<file path="src/rtl/bc_pkg.sv">
// Shared encodings for the bc datapath: operand selects, S write sources, ALU ops.
package bc_pkg;

    localparam int unsigned DEF_WIDTH = 16;

    localparam logic [1:0] SEL_X = 2'd0;
    localparam logic [1:0] SEL_S = 2'd1;
    localparam logic [1:0] SEL_H = 2'd2;
    localparam logic [1:0] SEL_K = 2'd3;

    localparam logic [1:0] SRC_ALU = 2'd0;
    localparam logic [1:0] SRC_IN  = 2'd1;
    localparam logic [1:0] SRC_CB  = 2'd2;
    localparam logic [1:0] SRC_CC  = 2'd3;

    localparam logic OP_ADD = 1'b0;
    localparam logic OP_MUL = 1'b1;

endpackage

</file>
<file path="src/rtl/bc_alu.sv">
// Combinational unsigned add/multiply, truncated to WIDTH, with overflow flag.
module bc_alu
    import bc_pkg::*;
#(
    parameter int unsigned WIDTH = DEF_WIDTH
) (
    input  logic             op_i,
    input  logic [WIDTH-1:0] a_i,
    input  logic [WIDTH-1:0] b_i,
    output logic [WIDTH-1:0] y_o,
    output logic             ovf_o
);

    logic [WIDTH:0]     sum;
    logic [2*WIDTH-1:0] prod;

    always_comb begin
        sum  = {1'b0, a_i} + {1'b0, b_i};
        prod = {{WIDTH{1'b0}}, a_i} * {{WIDTH{1'b0}}, b_i};
        if (op_i == OP_MUL) begin
            y_o   = prod[WIDTH-1:0];
            ovf_o = |prod[2*WIDTH-1:WIDTH];
        end else begin
            y_o   = sum[WIDTH-1:0];
            ovf_o = sum[WIDTH];
        end
    end

endmodule

</file>
<file path="src/rtl/bc_datapath.sv">
// Operative stage: X/S/H working registers around a shared ALU, plus the
// captured result with sticky valid and overflow flags.
module bc_datapath
    import bc_pkg::*;
#(
    parameter int unsigned      WIDTH  = DEF_WIDTH,
    parameter logic [WIDTH-1:0] COEF_A = WIDTH'(3),
    parameter logic [WIDTH-1:0] COEF_B = WIDTH'(2),
    parameter logic [WIDTH-1:0] COEF_C = WIDTH'(1)
) (
    input  logic             clk,
    input  logic             rst,
    input  logic [WIDTH-1:0] x_in,
    input  logic             lx,
    input  logic             ls,
    input  logic             lh,
    input  logic             h,
    input  logic [1:0]       m0,
    input  logic [1:0]       m1,
    input  logic [1:0]       m2,
    input  logic             done,
    output logic [WIDTH-1:0] result,
    output logic             result_valid,
    output logic             ovf
);

    logic [WIDTH-1:0] x_q, x_d;
    logic [WIDTH-1:0] s_q, s_d;
    logic [WIDTH-1:0] h_q, h_d;
    logic [WIDTH-1:0] res_q, res_d;
    logic             valid_q, valid_d;
    logic             ovf_q, ovf_d;

    logic [WIDTH-1:0] alu_a, alu_b, alu_y, s_src;
    logic             alu_ovf;

    always_comb begin
        unique case (m0)
            SEL_X:   alu_a = x_q;
            SEL_S:   alu_a = s_q;
            SEL_H:   alu_a = h_q;
            default: alu_a = '0;
        endcase
        unique case (m1)
            SEL_X:   alu_b = x_q;
            SEL_S:   alu_b = s_q;
            SEL_H:   alu_b = h_q;
            default: alu_b = COEF_A;
        endcase
    end

    bc_alu #(.WIDTH(WIDTH)) u_alu (
        .op_i  (h),
        .a_i   (alu_a),
        .b_i   (alu_b),
        .y_o   (alu_y),
        .ovf_o (alu_ovf)
    );

    always_comb begin
        unique case (m2)
            SRC_ALU: s_src = alu_y;
            SRC_IN:  s_src = x_in;
            SRC_CB:  s_src = COEF_B;
            default: s_src = COEF_C;
        endcase
    end

    always_comb begin
        x_d     = lx ? x_in : x_q;
        h_d     = lh ? alu_y : h_q;
        s_d     = ls ? s_src : s_q;
        res_d   = done ? s_q : res_q;
        valid_d = valid_q;
        if (lx)   valid_d = 1'b0;
        if (done) valid_d = 1'b1;
        // Clear first so a same-cycle overflow commit still leaves the flag set.
        ovf_d = ovf_q;
        if (lx) ovf_d = 1'b0;
        if ((lh || (ls && m2 == SRC_ALU)) && alu_ovf) ovf_d = 1'b1;
    end

    always_ff @(posedge clk) begin
        if (rst) begin
            x_q     <= '0;
            s_q     <= '0;
            h_q     <= '0;
            res_q   <= '0;
            valid_q <= 1'b0;
            ovf_q   <= 1'b0;
        end else begin
            x_q     <= x_d;
            s_q     <= s_d;
            h_q     <= h_d;
            res_q   <= res_d;
            valid_q <= valid_d;
            ovf_q   <= ovf_d;
        end
    end

    assign result       = res_q;
    assign result_valid = valid_q;
    assign ovf          = ovf_q;

endmodule

</file>
<file path="config.mk">
export PLATFORM = sky130hd
export DESIGN_NAME = bc_datapath
export DESIGN_NICKNAME = d
export VERILOG_FILES = /design/src/rtl/bc_pkg.sv /design/src/rtl/bc_alu.sv /design/src/rtl/bc_datapath.sv
export SDC_FILE = /design/constraint.sdc
export NUM_CORES = 1
export LEC_CHECK = 0
export BUFFER_PORTS_ARGS = -buffer_cell sky130_fd_sc_hd__buf_2
export CAP_MARGIN = 20
export CORE_MARGIN = 2
export CORE_UTILIZATION = 50
export DETAILED_ROUTE_END_ITERATION = 7
export PLACE_DENSITY = 0.77
export RECOVER_POWER = 50
export SLEW_MARGIN = 20
export SYNTH_ARGS = -nofsm -noshare
export SYNTH_HDL_FRONTEND = slang
export SYNTH_HIERARCHICAL = 1
export SYNTH_SLANG_ARGS = --single-unit
</file>
<file path="constraint.sdc">
create_clock -name clk -period 10 [get_ports clk]
set_clock_uncertainty 0.15 [all_clocks]
set_input_delay 0.5 -clock clk [delete_from_list [all_inputs] [get_ports clk]]
set_output_delay 0.5 -clock clk [all_outputs]
set_load 0.03 [all_outputs]
</file>
==> results_dict.tcl <==
set metrics [dict create \
    diodes 0 \
    drc 0 \
    vias 10630 \
    htree_levels 3 \
    yosysWarnings 6 \
    antenna_found_initial 0 \
    drv_cap 0 \
    slew_headroom_pct 10.48 \
    rr_endpoint "ovf" \
    first_pass_iters 5 \
    ys_seq_area_share_pct 10.22 \
    avgSynthCellArea_um2 8.622 \
    ys.flop_type "dfxtp_1" \
    drive_gt1_share_pct 7.662 \
    holdPathStages 3 \
    synthArstFlopShare_pct 0 \
    syn_to_final_growth_pct 5.818 \
    max_freq_ghz 0.1239 \
    grt_use_total_pct 25.99 \
    ctsHoldBuffers 0 \
    report.final.slew_viol_count 0 \
    fp.dieW_um 164.8 \
    rr_startpoint "x_q[1]" \
    clk_latency_ns 0.33 \
    syn_area_um2 12920 \
    ant_nets 0 \
    synthesis.nets 1843 \
    end_kind "register" \
    power.leakage_uw 0.006289 \
    clockBufferDepth 2 \
    grt_max_degree 67 \
    dpl.hpwl_um 25850 \
    status "completed" \
    rrSetupSlack_ns 2.27 \
    powerDensity_nw_per_um2 60.90 \
    synthTopCellsByArea "fa_1 (30%), ha_1 (12%), dfxtp_1 (10%)" \
    hold_viol 0 \
    cp-start-kind "input port" \
    crit_type "in -> reg" \
    setup_tns_ns 0 \
    tightest_slew_ns 1.343 \
    portBuffers 46 \
    period_needed_ns 8.071 \
    ff2ff_path_depth 24 \
    worstPathRequired_ns 10.10 \
    top_level_ports 47 \
    globalRouteOverflowTotal 0 \
    die_y_um 164.8 \
    cts_buffers 9 \
    ys_ff_latch 66 \
    synth_edf_count 0 \
    post-route-period-util_pct 80.71 \
    synth_top_area_share_pct 30.21 \
    peakVddDrop_mv 0.09312 \
    ctsResizeCount 0 \
    wl_per_cell_um 17.95 \
    rsz0062_at_grt "false" \
    cts_tree "built" \
    slowest_stage "o22a_1" \
    path_delay_family "adder cells" \
    cts_sinks 66 \
    setup_viol 0 \
    synth_cell_types 78 \
    hold_path.startpoint "x_in[4]" \
    die_area_um2 27150 \
    cpPeakStageDelay_ns 0.65 \
    hold_ws_ns 0.2774 \
    crit_buf_inv 4 \
    final_cell_mix "inv_1 (227), fa_1 (195), nand2_1 (188), ha_1 (120), and2_1 (118)" \
    gp_congestion 0.9388 \
    fin_util_pct 54.15 \
    crit_arrival_ns 8.18 \
    drt_iter0_markers 742 \
    cp_max_fo 18 \
    post-cts-setup-buffers 0 \
    core_um2 25250 \
    synth_cells 1499 \
    nNetsFinal 1854 \
    grt_pass1_wl_um 56000 \
    grt_pass1_vias 11280 \
    vias_per_cell 5.764 \
    synth_area_leader_cell "fa_1" \
    wirelength_um 33090 \
    path_common_cell "fa_1" \
    min_path_type "in -> reg" \
    initial_core_util_pct 51.17 \
    clk_pin_slew_ns 0.05 \
    clockRootBuffer "clkbuf_16" \
    holdPathEnd "x_q[4]" \
    layout_commonest_cell "inv_1" \
    rows 58 \
]
[report_power, final]
| part | internal, µW | switching, µW |
|---|---|---|
| registers | 275 | 10.4 |
| logic | 93.9 | 166 |
| clock network | 178 | 109 |
[worst min-delay path, stage by stage]
cell,delay [ns]
buf_2,0.09
mux2i_1,0.06
nor2_1,0.08
[logic make-up (layout without fill, tap and decap cells)]
group | Yosys count | count (layout) | share of synthesized area, %
simple gates | 493 | 493 | 18.48
fa+ha+maj | 315 | 315 | 41.82
buf+inv | 304 | 319 | 9.565
compound gates | 194 | 194 | 10.04
mux | 98 | 98 | 7.900
flops | 66 | 66 | 10.22
xor+xnor | 29 | 29 | 1.965
[cell usage after synthesis (3+ instances only)]
cell type	n
xnor2_1	15
a31o_2	3
ha_1	120
nor3_1	15
buf_2	11
buf_4	12
or2_1	3
o211ai_1	5
nand2_1	188
o21ai_0	52
mux2i_1	81
a31oi_1	12
a21oi_1	38
o21a_1	6
o22a_1	3
nor2b_1	20
and3_1	7
o31ai_1	6
mux2_2	12
and2_1	118
o21ai_1	5
a21oi_2	5
nor2_1	90
xor2_1	14
mux2_4	5
a211oi_1	7
nand4_1	11
nand2b_1	5
o2111ai_1	3
nand3_1	16
dfxtp_1	66
clkbuf_1	48
fa_1	195
a21o_1	13
o22ai_1	3
inv_1	227
[through the flow]
step | instances | cell area (µm²) | total power, µW | worst slack, ns
detailed placement | 1829 | 13420 | 545.2 | 1.661
finish | 1844 | 13680 | 832.8 | 1.929
CTS | 1844 | 13690 | 828.9 | 1.982
global route | 1844 | 13680 | 873.1 | 1.400
floorplan | 1499 | 12920 | 468.8 | 2.651
global placement | 1829 | 13420 | 538.2 | 1.799
[final cells by class]
class,instances,area (µm²)
Tap cell,330,412.9
Clock inverter,3,15.01
Timing Repair Buffer,77,451.7
Clock buffer,12,256.5
Multi-Input combinational cell,1129,10370
Fill cell,2256,11580
Inverter,227,852.1
Sequential cell,66,1321
[sequential cells by signal, indices dropped and copies added (netlist names)]
name	count
x_q	16
h_q	16
ovf	1
result	16
s_q	16
result_valid	1
[per-layer routing]
metal | vias up | global-route usage, % | part of all wire [%]
met4 | 0 | 10.20 | 3.9
met2 | 448 | 44.05 | 48
met3 | 101 | 4.420 | 7.4
li1 | 4846 | - | -
met5 | - | 0 | 0
met1 | 5234 | 33.19 | 40
[how the worst max path moves through the flow]
stage | startpoint | to | slack (ns) | cells past startpoint
2_1_floorplan | m0[1] | ovf | 2.65 | 28
3_3_place_gp | m1[1] | ovf | 1.80 | 26
3_5_place_dp | m1[1] | ovf | 1.66 | 25
4_1_cts | m1[1] | ovf | 1.98 | 25
5_1_grt | m1[0] | ovf | 1.40 | 26
6_report | m1[1] | ovf | 1.93 | 25
Power figures use the tool's default switching activity.
